## src/rtl/cnn_conv1_pkg.sv

```systemverilog
// cnn_conv1_pkg: default widths, window geometry, FSM states and output
// saturation bounds for the conv1 accumulate/requantize stage.
package cnn_conv1_pkg;

   localparam int unsigned PROD_W = 24;
   localparam int unsigned ACC_W  = 32;
   localparam int unsigned BIAS_W = 16;
   localparam int unsigned OUT_W  = 14;
   localparam int unsigned TAPS   = 25;
   localparam int unsigned SHIFT  = 8;

   // Saturation bounds of the default activation width
   localparam int OUT_MAX = (1 << (OUT_W - 1)) - 1;
   localparam int OUT_MIN = -(1 << (OUT_W - 1));

   typedef enum logic [1:0] {
      ST_ACC = 2'd0,
      ST_FIN = 2'd1,
      ST_OUT = 2'd2
   } state_e;

endpackage

```

## src/rtl/cnn_conv1_requant.sv

```systemverilog
// cnn_conv1_requant: combinational round-half-up, arithmetic shift, optional
// ReLU and saturation of the window accumulator to the activation width.
// Optional feature macro: CNN_CONV1_ACC_RELU_EN (clamp negatives to zero).
module cnn_conv1_requant #(
   parameter int unsigned ACC_W = 32,
   parameter int unsigned OUT_W = 14,
   parameter int unsigned SHIFT = 8
) (
   input  logic [ACC_W-1:0] acc_i,
   output logic [OUT_W-1:0] q_c
);

   // One guard bit keeps the rounding add from wrapping at the top of range
   localparam int unsigned EXT_W = ACC_W + 1;
   localparam int unsigned SH_W  = EXT_W - SHIFT;

   localparam logic [EXT_W-1:0]       HALF    = EXT_W'(64'd1 << (SHIFT - 1));
   localparam logic signed [SH_W-1:0] SAT_MAX = SH_W'((64'sd1 <<< (OUT_W - 1)) - 64'sd1);
   localparam logic signed [SH_W-1:0] SAT_MIN = SH_W'(-(64'sd1 <<< (OUT_W - 1)));

   logic signed [EXT_W-1:0] rnd_c;
   logic signed [SH_W-1:0]  shf_c;
   logic signed [SH_W-1:0]  clip_c;

   // Round, shift, rectify and clamp
   always_comb begin
      rnd_c  = $signed({acc_i[ACC_W-1], acc_i} + HALF);
      shf_c  = SH_W'(rnd_c >>> SHIFT);
      clip_c = shf_c;
`ifdef CNN_CONV1_ACC_RELU_EN
      if (shf_c < 0) begin
         clip_c = '0;
      end
`endif
      if (clip_c > SAT_MAX) begin
         clip_c = SAT_MAX;
      end else if (clip_c < SAT_MIN) begin
         clip_c = SAT_MIN;
      end
      q_c = OUT_W'(clip_c);
   end

endmodule

```

## src/rtl/cnn_conv1_acc.sv

```systemverilog
// cnn_conv1_acc: sums TAPS signed products per window plus a bias sampled on
// the first product, then requantizes to the activation width. Valid/ready on
// both sides; tap_err flags a prod_tlast that disagrees with the tap counter.
// Optional feature macro: CNN_CONV1_ACC_RELU_EN (ReLU before saturation).
module cnn_conv1_acc #(
   parameter int unsigned PROD_W = cnn_conv1_pkg::PROD_W,
   parameter int unsigned ACC_W  = cnn_conv1_pkg::ACC_W,
   parameter int unsigned BIAS_W = cnn_conv1_pkg::BIAS_W,
   parameter int unsigned OUT_W  = cnn_conv1_pkg::OUT_W,
   parameter int unsigned TAPS   = cnn_conv1_pkg::TAPS,
   parameter int unsigned SHIFT  = cnn_conv1_pkg::SHIFT
) (
   input  logic              ap_clk,
   input  logic              ap_rst_n,
   input  logic [PROD_W-1:0] prod_tdata,
   input  logic              prod_tvalid,
   output logic              prod_tready,
   input  logic              prod_tlast,
   input  logic [BIAS_W-1:0] bias_data,
   output logic [OUT_W-1:0]  out_tdata,
   output logic              out_tvalid,
   input  logic              out_tready,
   output logic              tap_err
);

   import cnn_conv1_pkg::*;

   localparam int unsigned CNT_W = (TAPS > 1) ? $clog2(TAPS) : 1;

   state_e             state_q, state_d;
   logic [CNT_W-1:0]   cnt_q, cnt_d;
   logic [ACC_W-1:0]   acc_q, acc_d;
   logic [OUT_W-1:0]   out_data_q, out_data_d;
   logic               out_valid_q, out_valid_d;
   logic               prod_tready_q, prod_tready_d;
   logic               tap_err_q, tap_err_d;

   logic [ACC_W-1:0]   prod_ext_c;
   logic [ACC_W-1:0]   bias_ext_c;
   logic               is_last_c;
   logic [OUT_W-1:0]   requant_c;

   assign prod_ext_c = ACC_W'($signed(prod_tdata));
   assign bias_ext_c = ACC_W'($signed(bias_data));
   assign is_last_c  = (cnt_q == CNT_W'(TAPS - 1));

   cnn_conv1_requant #(
      .ACC_W (ACC_W),
      .OUT_W (OUT_W),
      .SHIFT (SHIFT)
   ) u_requant (
      .acc_i (acc_q),
      .q_c   (requant_c)
   );

   // Next-state, accumulate, requant capture and sticky error
   always_comb begin
      state_d     = state_q;
      cnt_d       = cnt_q;
      acc_d       = acc_q;
      out_data_d  = out_data_q;
      out_valid_d = out_valid_q;
      tap_err_d   = tap_err_q;
      case (state_q)
         ST_ACC: begin
            if (prod_tvalid && prod_tready_q) begin
               acc_d = (cnt_q == '0) ? (bias_ext_c + prod_ext_c) : (acc_q + prod_ext_c);
               if (prod_tlast != is_last_c) begin
                  tap_err_d = 1'b1;
               end
               if (is_last_c) begin
                  cnt_d   = '0;
                  state_d = ST_FIN;
               end else begin
                  cnt_d = cnt_q + CNT_W'(1);
               end
            end
         end
         ST_FIN: begin
            out_data_d  = requant_c;
            out_valid_d = 1'b1;
            state_d     = ST_OUT;
         end
         ST_OUT: begin
            if (out_tready) begin
               out_valid_d = 1'b0;
               state_d     = ST_ACC;
            end
         end
         default: begin
            state_d = ST_ACC;
         end
      endcase
      // Ready is a registered decode of the state being entered
      prod_tready_d = (state_d == ST_ACC);
   end

   // State and datapath registers
   always_ff @(posedge ap_clk or negedge ap_rst_n) begin
      if (!ap_rst_n) begin
         state_q       <= ST_ACC;
         cnt_q         <= '0;
         acc_q         <= '0;
         out_data_q    <= '0;
         out_valid_q   <= 1'b0;
         prod_tready_q <= 1'b0;
         tap_err_q     <= 1'b0;
      end else begin
         state_q       <= state_d;
         cnt_q         <= cnt_d;
         acc_q         <= acc_d;
         out_data_q    <= out_data_d;
         out_valid_q   <= out_valid_d;
         prod_tready_q <= prod_tready_d;
         tap_err_q     <= tap_err_d;
      end
   end

   assign prod_tready = prod_tready_q;
   assign out_tdata   = out_data_q;
   assign out_tvalid  = out_valid_q;
   assign tap_err     = tap_err_q;

endmodule

```

## config.mk

```make
export PLATFORM = sky130hd
export DESIGN_NAME = cnn_conv1_acc
export DESIGN_NICKNAME = d
export VERILOG_FILES = /design/src/rtl/cnn_conv1_pkg.sv /design/src/rtl/cnn_conv1_requant.sv /design/src/rtl/cnn_conv1_acc.sv
export SDC_FILE = /design/constraint.sdc
export NUM_CORES = 1
export LEC_CHECK = 0
export CORE_ASPECT_RATIO = 0.8
export CORE_MARGIN = 4
export CORE_UTILIZATION = 53
export CTS_BUF_LIST = sky130_fd_sc_hd__clkbuf_16
export DETAILED_ROUTE_END_ITERATION = 6
export PLACE_DENSITY = 0.88
export SLEW_MARGIN = 5
export SYNTH_ARGS = -nofsm -noshare
export SYNTH_HDL_FRONTEND = slang
export SYNTH_HIERARCHICAL = 1
export SYNTH_SLANG_ARGS = --single-unit
export TNS_END_PERCENT = 20
```

## constraint.sdc

```tcl
create_clock -name ap_clk -period 3.1 [get_ports ap_clk]
set_input_delay 0.62 -clock ap_clk [delete_from_list [all_inputs] [get_ports ap_clk]]
set_output_delay 0.62 -clock ap_clk [all_outputs]
set_load 0.005 [all_outputs]
```

==> flow_summary.yaml, run 1 <==
clock_tree:
  cts_hold_buf: 0
  cts_tree: "yes"
  clk_latency_ns: 0.31
  clockBufferDepth: 2
  cts_buffers: 5
  cts_max_level: 2
  cts.sinks: 56
  clkTransAtPathRegs_ns: 0.09
  root_buffer: "clkbuf_16"
global_route:
  grt_pass1_vias: 6211
  overflow: 0
  grt.total_usage_pct: 29.4
  antenna_found_initial: 0
  grt_max_degree: 40
  grt_pass1_wl_um: 30300
sta:
  max_freq_ghz: 0.326
  setup_viol: 0
  report.final.slew_viol_count: 0
  fin_crit_sh_pct: 98.9
  hold_viol: 0
  tightestPinTransition_ns: 1.14
  period_needed_ns: 3.07
  slew_headroom_pct: 23.8
  skew_ns: 0.0166
final_layout:
  finalNonFillerCells: 1039
  fin_nets: 1003
  layout_commonest_cell: "buf_4"
  diodes: 0
  drive_above_1_share_pct: 26.8
  utilization_pct: 76.8
  layout_common_cells: "buf_4 (151), nand2_1 (70), nor2_1 (59)"
  area_delta_synth_final_pct: 38.9
  stdcell_area_mm2: 0.00802
yosys:
  async_reset_ff_share_pct: 100
  ys_warn_count: 6
  yosys_register_bits: 56
  ys.flop_type: "dfrtp_1"
  synth-seq-area-share_pct: 24.3
  avgSynthCellArea_um2: 8.22
  synth_area_mm2: 0.00578
  syn_inst: 703
  yosysTopAreaCell: "dfrtp_1"
  synth_edf_count: 0
  synth_top_area_share_pct: 24.3
  synth_area_leaders: "dfrtp_1 (24%), ha_1 (13%), xnor2_1 (6.5%)"
  synth.net_count: 808
  synth_cell_types: 71
setup_path:
  critPathKind: "primary input to flip-flop"
  critPathRequiredTime_ns: 3.30
  reg2reg_slack_ns: 0.13
  path_max_fanout: 2
  crit_path_start_kind: "primary input"
  critPathArrivalTime_ns: 3.27
  endpoint_kind: "flip-flop"
detailed_routing:
  drcViolationCount: 0
  dr.pass1.iters: 6
  via_count: 6673
  drtIter0Drc: 734
  wire_per_inst_um: 19.7
  antenna_left: 0
  wl_um: 20500
  vias_per_cell: 6.42
floorplanning:
  fp.dieArea_mm2: 0.0126
  core_mm2: 0.0104
  rows: 33
  initial_utilization_pct: 55.3
  dieWidth_um: 125
  ios: 62
  die_h_um: 101
min_path:
  hold_class: "primary input to asynchronous set/reset pin"
place:
  io_buffers: 61
  dp_hpwl_um: 14500
  dp.cells: 1020
  gp_congestion: 0.940
  place_area_mm2: 0.00750
power_and_ir_drop:
  power_frac_comb_pct: 70.8
  vdd_ir_drop_max_v: 0.000424
  power.leakage_nw: 3.56
  p_sw_share_pct: 46.6
  p_clk_share_pct: 8.1
  power_density_mw_per_mm2: 924
  intPower_mw: 3.96
  power_frac_seq_pct: 21.1
  netSwitchingPower_mw: 3.46
outcome:
  status: "completed"
flow_run:
  maxCapViolCount: 0
## power groups by stage
stage	registers [mW]	clock network, mW	logic, mW
6_report	1.56	0.604	5.25
5_1_grt	1.60	0.640	5.71
4_1_cts	1.53	0.605	4.83
3_5_place_dp	1.54	0	4.71
3_3_place_gp	1.50	0	4.53
2_1_floorplan	1.40	0	3.01
## cell usage after synthesis, drive strengths merged, types with 12 or more instances
cell     n
nor2    60
dfrtp   56
o21ai   58
xor2    21
mux2    16
nand2   72
clkbuf  18
ha      58
a211oi  12
inv     21
xnor2   43
a31oi   26
a21o    17
a21oi   60
nand3   26
nor3    14
## cells by family after synthesis
kind of cell,synth area share [%]
buffers and inverters,3.31
adder cells (fa/ha/maj),13.3
flip-flops,24.3
multiplexers,3.29
AO/OA/AOI/OAI,27.1
AND/OR/NAND/NOR,19.1
XOR/XNOR,9.71
## through the flow
step                setup WS [ns]  TNS (ns)  hold WS [ns]  power (mW)
finish                     0.0329         0         0.399        7.41
CTS                       -0.0296   -0.0296         0.428        6.97
detailed placement         -0.578     -7.52         0.471        6.25
global placement           -0.485     -5.79         0.439        6.03
floorplan                  0.0362         0         0.324        4.41
global route              -0.0618    -0.249         0.473        7.95
## metal layers
layer / vias to the layer above / global-route usage (%) / routed length [um]
met5: - / 0 / 0
met4: 0 / 8.85 / 649
met3: 91 / 4.64 / 1990
met2: 416 / 51.1 / 9560
met1: 3158 / 38.1 / 8280
li1: 3008 / - / -
## state kept, by name (all words and copies together) (netlist names)
register / cells
acc_q: 32
out_tdata: 14
cnt_q: 5
state_q: 2
out_tvalid: 1
prod_tready: 1
tap_err: 1
## area by class of cell
cell class	count	area [um2]
timing repair buffer	212	1750
clock inverter	3	21.3
multi-input combinational	602	4460
clock buffer	5	125
tap	140	175
sequential	56	1400
inverter	21	78.8
fill	651	2430
## timing repair
action	in CTS	in global routing
resized for setup	18	51
pin swaps	11	27
endpoints found under the setup margin	11	29
setup buffers	5	6
## worst max-delay path, cell delays in order
cell           delay, ns
dlygate4sd2_1       0.26
ha_2                0.20
fa_2                0.37
a21oi_2             0.21
o22ai_2             0.12
o21a_1              0.22
a211o_1             0.29
a311oi_2            0.31
nor2_1              0.10
o2111a_1            0.24
o32a_1              0.33
## path summary, 6_finish.rpt
kind | startpoint | endpoint | depth (start not counted)
min reg2reg | tap_err | tap_err | 1
min in group ap_clk | tap_err | tap_err | 1
min | ap_rst_n | acc_q[6] | 1
max | prod_tdata[0] | acc_q[30] | 11
max in group asynchronous | ap_rst_n | acc_q[29] | 2
max reg2reg | acc_q[16] | out_tdata[4] | 8
Note: power is estimated with default switching activity, not from simulation.
==> run 2: changes to the inputs <==
- MAX_ROUTING_LAYER: default -> met4
==> flow_summary.yaml, run 2 (synthesis gave the netlist of run 1 again) <==
floorplanning:
  fp.dieArea_mm2: 0.0126
  core_mm2: 0.0104
  dieWidth_um: 125
  ios: 62
  die_h_um: 101
  rows: 33
  initial_utilization_pct: 55.3
global_route:
  overflow: 0
  grt_max_degree: 40
  grt_pass1_vias: 6182
  grt.total_usage_pct: 30.0
  antenna_found_initial: 0
  grt_pass1_wl_um: 30100
detailed_routing:
  wl_um: 19400
  drcViolationCount: 0
  wire_per_inst_um: 18.7
  antenna_left: 0
  via_count: 6437
  drtIter0Drc: 717
  vias_per_cell: 6.21
  dr.pass1.iters: 6
sta:
  hold_viol: 0
  max_freq_ghz: 0.319
  worst_slack_ns: -0.0329
  tightestPinTransition_ns: 0.815
  period_needed_ns: 3.13
  skew_ns: 0.0139
  setup_viol: 1
  slew_headroom_pct: 45.7
  report.final.slew_viol_count: 0
  fin_crit_sh_pct: 101
  rsz0062_at_grt: "true"
final_layout:
  drive_above_1_share_pct: 26.1
  layout_common_cells: "buf_4 (149), nand2_1 (70), nor2_1 (59)"
  finalNonFillerCells: 1037
  layout_commonest_cell: "buf_4"
  largest_reg_flops: 32
  fin_nets: 1001
  diodes: 0
  area_delta_synth_final_pct: 37.7
  regMostFlops: "acc_q"
power_and_ir_drop:
  power_density_mw_per_mm2: 916
  power_frac_seq_pct: 21.5
  power_frac_comb_pct: 70.3
  power.leakage_nw: 3.54
  netSwitchingPower_mw: 3.38
  vdd_ir_drop_max_v: 0.000393
  p_sw_share_pct: 46.4
  intPower_mw: 3.91
  p_total_mw: 7.29
  p_clk_share_pct: 8.3
flow_run:
  maxCapViolCount: 0
outcome:
  status: "finished with violations"
  violations: "negative setup slack"
setup_path:
  crit_path_cell_trace: "clkdlybuf4s50_1 -> ha_1 -> a21oi_1 -> o21ai_1 -> or3_1 -> a311o_1 -> nand2_2 -> nor3_2 -> a2111oi_4 -> xnor2_1 -> a211oi_2"
  crit_path_start_kind: "primary input"
  cp_slowest_stage_delay_ns: 0.49
  path_max_fanout: 3
  crit_slowest_cell: "clkdlybuf4s50_1"
  critPathKind: "primary input to flip-flop"
  critPathRequiredTime_ns: 3.33
  endpoint_kind: "flip-flop"
  critPathArrivalTime_ns: 3.36
clock_tree:
  cts_buffers: 5
  clk_latency_ns: 0.31
  clockBufferDepth: 2
  cts.sinks: 56
  clkTransAtPathRegs_ns: 0.08
  root_buffer: "clkbuf_16"
  cts_max_level: 2
  cts_tree: "yes"
place:
  io_buffers: 61
  dp_hpwl_um: 14400
  gp_congestion: 0.945
  dp.cells: 1023
min_path:
  hold_class: "primary input to asynchronous set/reset pin"
==> run 2: changes by cell type in the layout (fill, tap and decap cells not counted), sizes merged <==
cell and delta:
dlygate4sd2 +2, dlymetal6s2s -1, buf -2, clkdlybuf4s50 -1
==> run 2: area by class of cell <==
cell class,instances,area [um2]
well taps,140,175
flip-flops and latches,56,1400
clock buffers,5,125
multi-input cells,602,4420
clock inverters,3,21.3
fillers,705,2490
repair buffers,210,1730
inverters,21,78.8
==> run 2: what timing repair did <==
item                       4_1_cts  5_1_grt
buffers inserted                 4        2
setup endpoints to repair       13       26
hold buffers                     0        0
pin swaps                       14       14
gates resized for setup         26       34
==> run 2: stage by stage <==
step | util, % | setup TNS, ns | area [um2] | hold slack, ns | setup slack [ns]
global route | 76.1 | -0.282 | 7950 | 0.481 | -0.0872
floorplan | - | 0 | 5780 | 0.324 | 0.0362
finish | 76.1 | -0.0329 | 7950 | 0.407 | -0.0329
global placement | 72.0 | -5.76 | 7520 | 0.439 | -0.484
CTS | 74.5 | -0.00476 | 7780 | 0.432 | -0.00476
detailed placement | 72.0 | -7.81 | 7520 | 0.456 | -0.563
==> run 2: critical path: cells and delay by family <==
kind	cells	cell delay (ns)
XOR/XNOR	1	0.15
AO/OA/AOI/OAI	5	1.22
adder cells (fa/ha/maj)	1	0.37
buffers and inverters	1	0.49
AND/OR/NAND/NOR	3	0.51
==> run 2: power groups by stage <==
stage	Clock [mW]	Combinational [mW]	Sequential (mW)
after global placement	0	4.53	1.50
after detailed placement	0	4.72	1.54
after CTS	0.603	4.87	1.53
after floorplan	0	3.01	1.40
after global routing	0.623	5.58	1.61
final	0.603	5.12	1.56
==> run 2: path summary, 6_finish.rpt <==
path                                      from            to  slack (ns)  cells past startpoint
worst max-delay path            prod_tdata[22]     acc_q[31]       -0.03                     11
worst min-delay path                  ap_rst_n      acc_q[6]        0.41                      1
worst max register to register        acc_q[7]  out_tdata[4]        0.10                      9
worst min register to register         tap_err       tap_err        0.47                      1
max in group asynchronous             ap_rst_n     acc_q[16]        1.87                      2
min in group ap_clk                    tap_err       tap_err        0.47                      1
==> run 2: routing by layer <==
metal	vias up	GRT usage (%)	share of wire, %
li1	3016	-	-
met1	3028	39.8	42
met2	320	49.0	46
met3	73	3.58	8.9
met4	0	8.51	3.1
met5	-	-	0
